File: src/rtl/lane_deskew_buffer_if.sv
// Port bundle for lane_deskew_buffer: two input lanes, the paired output
// handshake, and per-lane status.
interface lane_deskew_buffer_if #(
  parameter int DATA_WIDTH = 24,
  parameter int PTR_W      = 4
);
  logic                  clear;
  logic                  a_valid;
  logic [DATA_WIDTH-1:0] a_data;
  logic                  b_valid;
  logic [DATA_WIDTH-1:0] b_data;
  logic                  out_ready;
  logic                  out_valid;
  logic [DATA_WIDTH-1:0] out_a;
  logic [DATA_WIDTH-1:0] out_b;
  logic [PTR_W:0]        a_level;
  logic [PTR_W:0]        b_level;
  logic                  a_full;
  logic                  b_full;
  logic                  overflow;

  modport master (
    output clear, a_valid, a_data, b_valid, b_data, out_ready,
    input  out_valid, out_a, out_b, a_level, b_level, a_full, b_full, overflow
  );

  modport slave (
    input  clear, a_valid, a_data, b_valid, b_data, out_ready,
    output out_valid, out_a, out_b, a_level, b_level, a_full, b_full, overflow
  );
endinterface

File: src/rtl/lane_deskew_buffer.sv
// Re-pairs two lanes of unequal upstream latency in arrival order and emits
// aligned (a, b) pairs from a registered valid/ready output stage.
module lane_deskew_fifo #(
  parameter int DATA_WIDTH = 24,
  parameter int DEPTH      = 16,
  parameter int PTR_W      = 4
) (
  input  logic                  clk,
  input  logic                  rst,
  input  logic                  clear,
  input  logic                  in_valid,
  input  logic [DATA_WIDTH-1:0] in_data,
  input  logic                  pop,
  output logic [DATA_WIDTH-1:0] head,
  output logic [PTR_W:0]        level,
  output logic                  nonempty,
  output logic                  full,
  output logic                  drop
);
  logic [DATA_WIDTH-1:0] mem [DEPTH];
  logic [PTR_W-1:0]      wr_ptr, rd_ptr;
  logic                  push;

  assign full     = (level == (PTR_W+1)'(DEPTH));
  assign nonempty = (level != '0);
  // A slot freed by a same-cycle pop lets a push land even when full.
  assign push     = in_valid && !clear && (!full || pop);
  assign drop     = in_valid && !clear && full && !pop;
  assign head     = mem[rd_ptr];

  always_ff @(posedge clk or posedge rst) begin
    if (rst) begin
      wr_ptr <= '0;
      rd_ptr <= '0;
      level  <= '0;
    end else if (clear) begin
      wr_ptr <= '0;
      rd_ptr <= '0;
      level  <= '0;
    end else begin
      if (push) wr_ptr <= wr_ptr + 1'b1;
      if (pop)  rd_ptr <= rd_ptr + 1'b1;
      case ({push, pop})
        2'b10:   level <= level + 1'b1;
        2'b01:   level <= level - 1'b1;
        default: level <= level;
      endcase
    end
  end

  always_ff @(posedge clk) begin
    if (push) mem[wr_ptr] <= in_data;
  end
endmodule

module lane_deskew_buffer #(
  parameter int DATA_WIDTH = 24,
  parameter int DEPTH      = 16,
  parameter int PTR_W      = 4
) (
  input logic                 clk,
  input logic                 rst,
  lane_deskew_buffer_if.slave bus
);
  localparam int NUM_LANES = 2;

  logic [NUM_LANES-1:0]                 lane_valid, lane_nonempty, lane_full, lane_drop;
  logic [NUM_LANES-1:0][DATA_WIDTH-1:0] lane_data, lane_head;
  logic [NUM_LANES-1:0][PTR_W:0]        lane_level;

  logic                  out_valid_q;
  logic [DATA_WIDTH-1:0] out_a_q, out_b_q;
  logic                  overflow_q;
  logic                  load_ok, pop;

  assign lane_valid = {bus.b_valid, bus.a_valid};
  assign lane_data  = {bus.b_data,  bus.a_data};

  assign load_ok = !out_valid_q || bus.out_ready;
  assign pop     = (&lane_nonempty) && load_ok && !bus.clear;

  for (genvar i = 0; i < NUM_LANES; i++) begin : g_lane
    lane_deskew_fifo #(
      .DATA_WIDTH (DATA_WIDTH),
      .DEPTH      (DEPTH),
      .PTR_W      (PTR_W)
    ) u_fifo (
      .clk      (clk),
      .rst      (rst),
      .clear    (bus.clear),
      .in_valid (lane_valid[i]),
      .in_data  (lane_data[i]),
      .pop      (pop),
      .head     (lane_head[i]),
      .level    (lane_level[i]),
      .nonempty (lane_nonempty[i]),
      .full     (lane_full[i]),
      .drop     (lane_drop[i])
    );
  end

  always_ff @(posedge clk or posedge rst) begin
    if (rst) begin
      out_valid_q <= 1'b0;
      out_a_q     <= '0;
      out_b_q     <= '0;
      overflow_q  <= 1'b0;
    end else if (bus.clear) begin
      out_valid_q <= 1'b0;
      overflow_q  <= 1'b0;
    end else begin
      if (pop) begin
        out_valid_q <= 1'b1;
        out_a_q     <= lane_head[0];
        out_b_q     <= lane_head[1];
      end else if (bus.out_ready) begin
        out_valid_q <= 1'b0;
      end
      if (|lane_drop) overflow_q <= 1'b1;
    end
  end

  assign bus.out_valid = out_valid_q;
  assign bus.out_a     = out_a_q;
  assign bus.out_b     = out_b_q;
  assign bus.overflow  = overflow_q;
  assign bus.a_level   = lane_level[0];
  assign bus.b_level   = lane_level[1];
  assign bus.a_full    = lane_full[0];
  assign bus.b_full    = lane_full[1];
endmodule

File: src/flat_wrapper.sv
// flat-port wrapper written by rule: the top's interface ports become plain ports
module lane_deskew_buffer_flat 
#(
  parameter int DATA_WIDTH = 24,
  parameter int DEPTH      = 16,
  parameter int PTR_W      = 4
)
  (clk, rst, bus_clear, bus_a_valid, bus_a_data, bus_b_valid, bus_b_data, bus_out_ready, bus_out_valid, bus_out_a, bus_out_b, bus_a_level, bus_b_level, bus_a_full, bus_b_full, bus_overflow);
  lane_deskew_buffer_if #(.DATA_WIDTH(DATA_WIDTH), .PTR_W(PTR_W)) bus_i ();
  input logic clk;
  input logic rst;
  input wire logic [$bits(bus_i.clear)-1:0] bus_clear;
  input wire logic [$bits(bus_i.a_valid)-1:0] bus_a_valid;
  input wire logic [$bits(bus_i.a_data)-1:0] bus_a_data;
  input wire logic [$bits(bus_i.b_valid)-1:0] bus_b_valid;
  input wire logic [$bits(bus_i.b_data)-1:0] bus_b_data;
  input wire logic [$bits(bus_i.out_ready)-1:0] bus_out_ready;
  output wire logic [$bits(bus_i.out_valid)-1:0] bus_out_valid;
  output wire logic [$bits(bus_i.out_a)-1:0] bus_out_a;
  output wire logic [$bits(bus_i.out_b)-1:0] bus_out_b;
  output wire logic [$bits(bus_i.a_level)-1:0] bus_a_level;
  output wire logic [$bits(bus_i.b_level)-1:0] bus_b_level;
  output wire logic [$bits(bus_i.a_full)-1:0] bus_a_full;
  output wire logic [$bits(bus_i.b_full)-1:0] bus_b_full;
  output wire logic [$bits(bus_i.overflow)-1:0] bus_overflow;
  assign bus_i.clear = bus_clear;
  assign bus_i.a_valid = bus_a_valid;
  assign bus_i.a_data = bus_a_data;
  assign bus_i.b_valid = bus_b_valid;
  assign bus_i.b_data = bus_b_data;
  assign bus_i.out_ready = bus_out_ready;
  assign bus_out_valid = bus_i.out_valid;
  assign bus_out_a = bus_i.out_a;
  assign bus_out_b = bus_i.out_b;
  assign bus_a_level = bus_i.a_level;
  assign bus_b_level = bus_i.b_level;
  assign bus_a_full = bus_i.a_full;
  assign bus_b_full = bus_i.b_full;
  assign bus_overflow = bus_i.overflow;
  lane_deskew_buffer #(.DATA_WIDTH(DATA_WIDTH), .DEPTH(DEPTH), .PTR_W(PTR_W)) u_core (.clk(clk), .rst(rst), .bus(bus_i));
endmodule
File: config.mk
export PLATFORM = sky130hd
export DESIGN_NAME = lane_deskew_buffer_flat
export DESIGN_NICKNAME = d
export VERILOG_FILES = /design/src/rtl/lane_deskew_buffer_if.sv /design/src/rtl/lane_deskew_buffer.sv /design/src/flat_wrapper.sv
export SDC_FILE = /design/constraint.sdc
export NUM_CORES = 1
export LEC_CHECK = 0
export ABC_AREA = 1
export CAP_MARGIN = 20
export CORE_MARGIN = 1
export CORE_UTILIZATION = 55
export CTS_CLUSTER_SIZE = 10
export DETAILED_ROUTE_END_ITERATION = 8
export GPL_ROUTABILITY_DRIVEN = 1
export PLACE_DENSITY_LB_ADDON = 0.25
export SYNTH_ARGS = -nofsm -noshare
export SYNTH_HDL_FRONTEND = slang
export SYNTH_HIERARCHICAL = 1
export SYNTH_SLANG_ARGS = --single-unit
File: constraint.sdc
create_clock -name clk -period 6.2 [get_ports clk]
set_input_delay 1.24 -clock clk [delete_from_list [all_inputs] [get_ports clk]]
set_output_delay 1.24 -clock clk [all_outputs]
set_load 0.05 [all_outputs]
==> flow_summary.json <==
{
  "status": "finished clean",
  "tightestPinTransition_ns": 1.03,
  "postSynthCellCount": 2566,
  "ys_async_sr_fraction": 0.0900,
  "final_net_count": 2697,
  "crit_type": "in -> reg",
  "min_period_ns": 3.93,
  "wirelength_mm": 81.1,
  "ant_nets": 0,
  "yosys_warnings": 6,
  "p_comb_frac": 0.113,
  "ys_seq_elements": 844,
  "crit_path_cell_trace": "clkdlybuf4s50_1 -> nor2_4 -> nand2_2 -> inv_1 -> buf_4 -> nor2_1 -> nor2_1 -> nand2_1 -> nor2_4",
  "clock_skew_ns": 0.0200,
  "ys_top_cells_by_area": "edfxtp_1 (69%), dfrtp_1 (5.7%), nor2_1 (5.0%)",
  "synth_top_area_cell": "edfxtp_1",
  "power.leakage_nw": 12.7,
  "cp_top_family": "simple AND/OR/NAND/NOR gates",
  "cpMaxStageDelayCell": "nor2_4",
  "synth_top_area_share": 0.686,
  "num_rows": 90,
  "worstPathMaxFanout": 24,
  "yosysSeqAreaShare": 0.743,
  "min_from": "u_core/bus.out_a[2]$_DFFE_PP0P_",
  "finalSetupTns_ns": 0,
  "switchingPower_mw": 3.27,
  "critPathArrivalTime_ns": 4.18,
  "start_util": 0.557,
  "drc": 0,
  "rrSetupSlack_ns": 2.74,
  "critical_path_required_ns": 6.45,
  "postCtsSetupBuffers": 0,
  "rr_endpoint": "u_core/bus.out_a[22]$_DFFE_PP0P_",
  "power_density_nw_per_um2": 342,
  "cp-start-kind": "primary input",
  "yosysMostFrequentCell": "edfxtp_1",
  "clkTransAtPathRegs_ns": 0.05,
  "syn-cell-area_um2": 33600,
  "cts_num_sinks": 844,
  "wl_met2_mm": 40.0,
  "core_area_um2": 60400,
  "first_pass_iters": 5,
  "wl_met1_mm": 32.8,
  "dp_hpwl_mm": 47.8,
  "drv_slew": 0,
  "grt_setup_unrepaired": "false",
  "pwr-share-clk": 0.384,
  "cts_buffers": 95,
  "post_drt_wl_per_cell_um": 23.3,
  "grt_use_total": 0.260,
  "slew_headroom": 0.316,
  "hold_viol": 0,
  "die_height_um": 249,
  "clock_latency_ns": 0.64,
  "cts-resized-gates": 0,
  "worst_r2r_path_depth": 8,
  "max_freq_mhz": 254,
  "peakVddDrop_mv": 0.302,
  "drv_cap": 0,
  "synth_nets": 2634,
  "place.gp.congestion": 0.859,
  "whs_endpoint": "u_core/bus.out_a[2]$_DFFE_PP0P_",
  "cts_root_buf": "clkbuf_16",
  "grt_max_degree": 195,
  "wl_met3_mm": 5.87,
  "drt-initial-drc-count": 2410,
  "rr_startpoint": "u_core/g_lane[0].u_fifo/rd_ptr[0]$_DFFE_PP0P_",
  "min_path_type": "reg -> reg",
  "fin_crit_sh": 0.634,
  "die_w_um": 249,
  "fp.dieArea_um2": 62100,
  "dr.max_layer_used": "met4",
  "worstSetupEndpointType": "register",
  "grt_pass1_vias": 21098,
  "htreeDepth": 3,
  "syn_avg_cell_area_um2": 13.1,
  "area_growth_pct": 13.2,
  "setup_viol": 0,
  "synth-edff-count": 768,
  "clockBufferDepth": 3,
  "vias": 21565,
  "antenna_found_initial": 2,
  "synth_common_cells": "edfxtp_1 (768), nor2_1 (450), o21ai_0 (321)",
  "layout-drive-gt1-share": 0.0770,
  "hold_path_depth": 2,
  "intPower_mw": 9.72,
  "cts_tree": "built",
  "ctsHoldBuffers": 0,
  "sequentialPowerShare": 0.503,
  "overflow": 0,
  "path_buf_inv": 3,
  "ios": 116,
  "viasPerCell": 6.19,
  "fin_util": 0.630,
  "p_sw_frac": 0.252,
  "io_buffers": 115,
  "grt_pass1_wl_mm": 123,
  "cpPeakStageDelay_ns": 0.77,
  "yosysUniqueCellTypes": 34,
  "synthFlopType": "edfxtp_1"
}
## per-stage QoR
stage / instance area, um2 / hold slack (ns) / cells / worst slack [ns] / power, mW
floorplan: 33600 / 0.508 / 2566 / 2.26 / 7.52
global placement: 35300 / 0.454 / 3314 / 1.68 / 8.10
detailed placement: 35300 / 0.461 / 3314 / 1.68 / 8.13
CTS: 38000 / 0.474 / 3483 / 2.35 / 13.1
global route: 38100 / 0.487 / 3485 / 2.10 / 13.4
finish: 38100 / 0.471 / 3485 / 2.27 / 13.0
## worst max path at each step
| stage | startpoint | to | slack [ns] | depth (start not counted) |
|---|---|---|---|---|
| 3_3_place_gp | bus_clear | u_core/g_lane[0].u_fifo/mem[3][17]$_DFFE_PP_ | 1.68 | 9 |
| 2_1_floorplan | bus_clear | u_core/g_lane[0].u_fifo/mem[11][0]$_DFFE_PP_ | 2.26 | 10 |
| 4_1_cts | bus_clear | u_core/g_lane[0].u_fifo/mem[15][6]$_DFFE_PP_ | 2.35 | 9 |
| 6_report | bus_clear | u_core/g_lane[0].u_fifo/mem[15][6]$_DFFE_PP_ | 2.27 | 9 |
| 3_5_place_dp | bus_clear | u_core/g_lane[0].u_fifo/mem[15][2]$_DFFE_PP_ | 1.68 | 9 |
| 5_1_grt | bus_clear | u_core/g_lane[0].u_fifo/mem[3][22]$_DFFE_PP_ | 2.10 | 9 |
## layout by cell type, fill, tap and decap left out, types with 3 or more instances in the layout
master | netlist | routed
xor2_1 | 4 | 4
nor3_1 | 4 | 4
a21oi_1 | 8 | 8
nand4_1 | 6 | 6
nand3_1 | 125 | 125
nor2_2 | 21 | 21
nor2_4 | 0 | 32
o22ai_1 | 46 | 46
clkdlybuf4s50_1 | 0 | 115
inv_6 | 0 | 4
nand2_2 | 4 | 5
nand2_1 | 213 | 212
clkbuf_1 | 79 | 65
dfrtp_1 | 76 | 70
ha_1 | 14 | 14
clkbuf_16 | 0 | 95
o221ai_1 | 102 | 102
inv_1 | 45 | 43
nor2_1 | 450 | 418
o21ai_1 | 73 | 73
dfrtp_2 | 0 | 3
inv_2 | 3 | 4
o211ai_1 | 90 | 90
buf_4 | 9 | 21
o21ai_0 | 321 | 321
o21ai_2 | 10 | 10
dfrtp_4 | 0 | 3
edfxtp_1 | 768 | 768
## cells by family after synthesis
family | synth area share
buffers and inverters | 0.0322
xor gates and xnor gates | 0.00156
AOI/OAI and AO/OA | 0.119
adders and majority gates | 0.00521
DFF | 0.743
and+or+nand+nor | 0.0995
## state kept, by name, summed over array words and instances, names as in the netlist
| register | count |
|---|---|
| u_core/g_lane.u_fifo/mem | 768 |
| u_core/bus.out_a | 24 |
| u_core/bus.out_b | 24 |
| u_core/g_lane.u_fifo/level | 10 |
| u_core/g_lane.u_fifo/rd_ptr | 8 |
| u_core/g_lane.u_fifo/wr_ptr | 8 |
| u_core/bus.out_valid | 1 |
| u_core/bus.overflow | 1 |
## metal layers
metal	vias up	GRT usage
met2	985	0.429
met1	10755	0.352
met5	-	0
li1	9670	-
met4	0	0.0981
met3	155	0.0396
## worst min-delay path, delay by kind of cell, from the launching register on
kind / cells / cell delay (ns)
and+or+nand+nor: 2 / 0.10
DFF: 1 / 0.34
## final cells by class
| cell class | instances | area, um2 |
|---|---|---|
| timing repair buffer | 138 | 1350 |
| tap | 782 | 978 |
| sequential | 844 | 25000 |
| clock inverter | 8 | 103 |
| inverter | 50 | 195 |
| fill | 4421 | 22300 |
| antenna | 2 | 5.00 |
| multi-input combinational | 1500 | 7810 |
| clock buffer | 161 | 2640 |
## power by group through the flow
stage          combinational, mW  sequential (mW)  clock (mW)
2_1_floorplan              0.346             7.17           0
3_5_place_dp                1.47             6.65           0
6_report                    1.47             6.54        4.99
5_1_grt                     1.55             6.56        5.27
4_1_cts                     1.48             6.54        5.06
3_3_place_gp                1.46             6.64           0
Note: power is estimated with default switching activity, not from simulation.
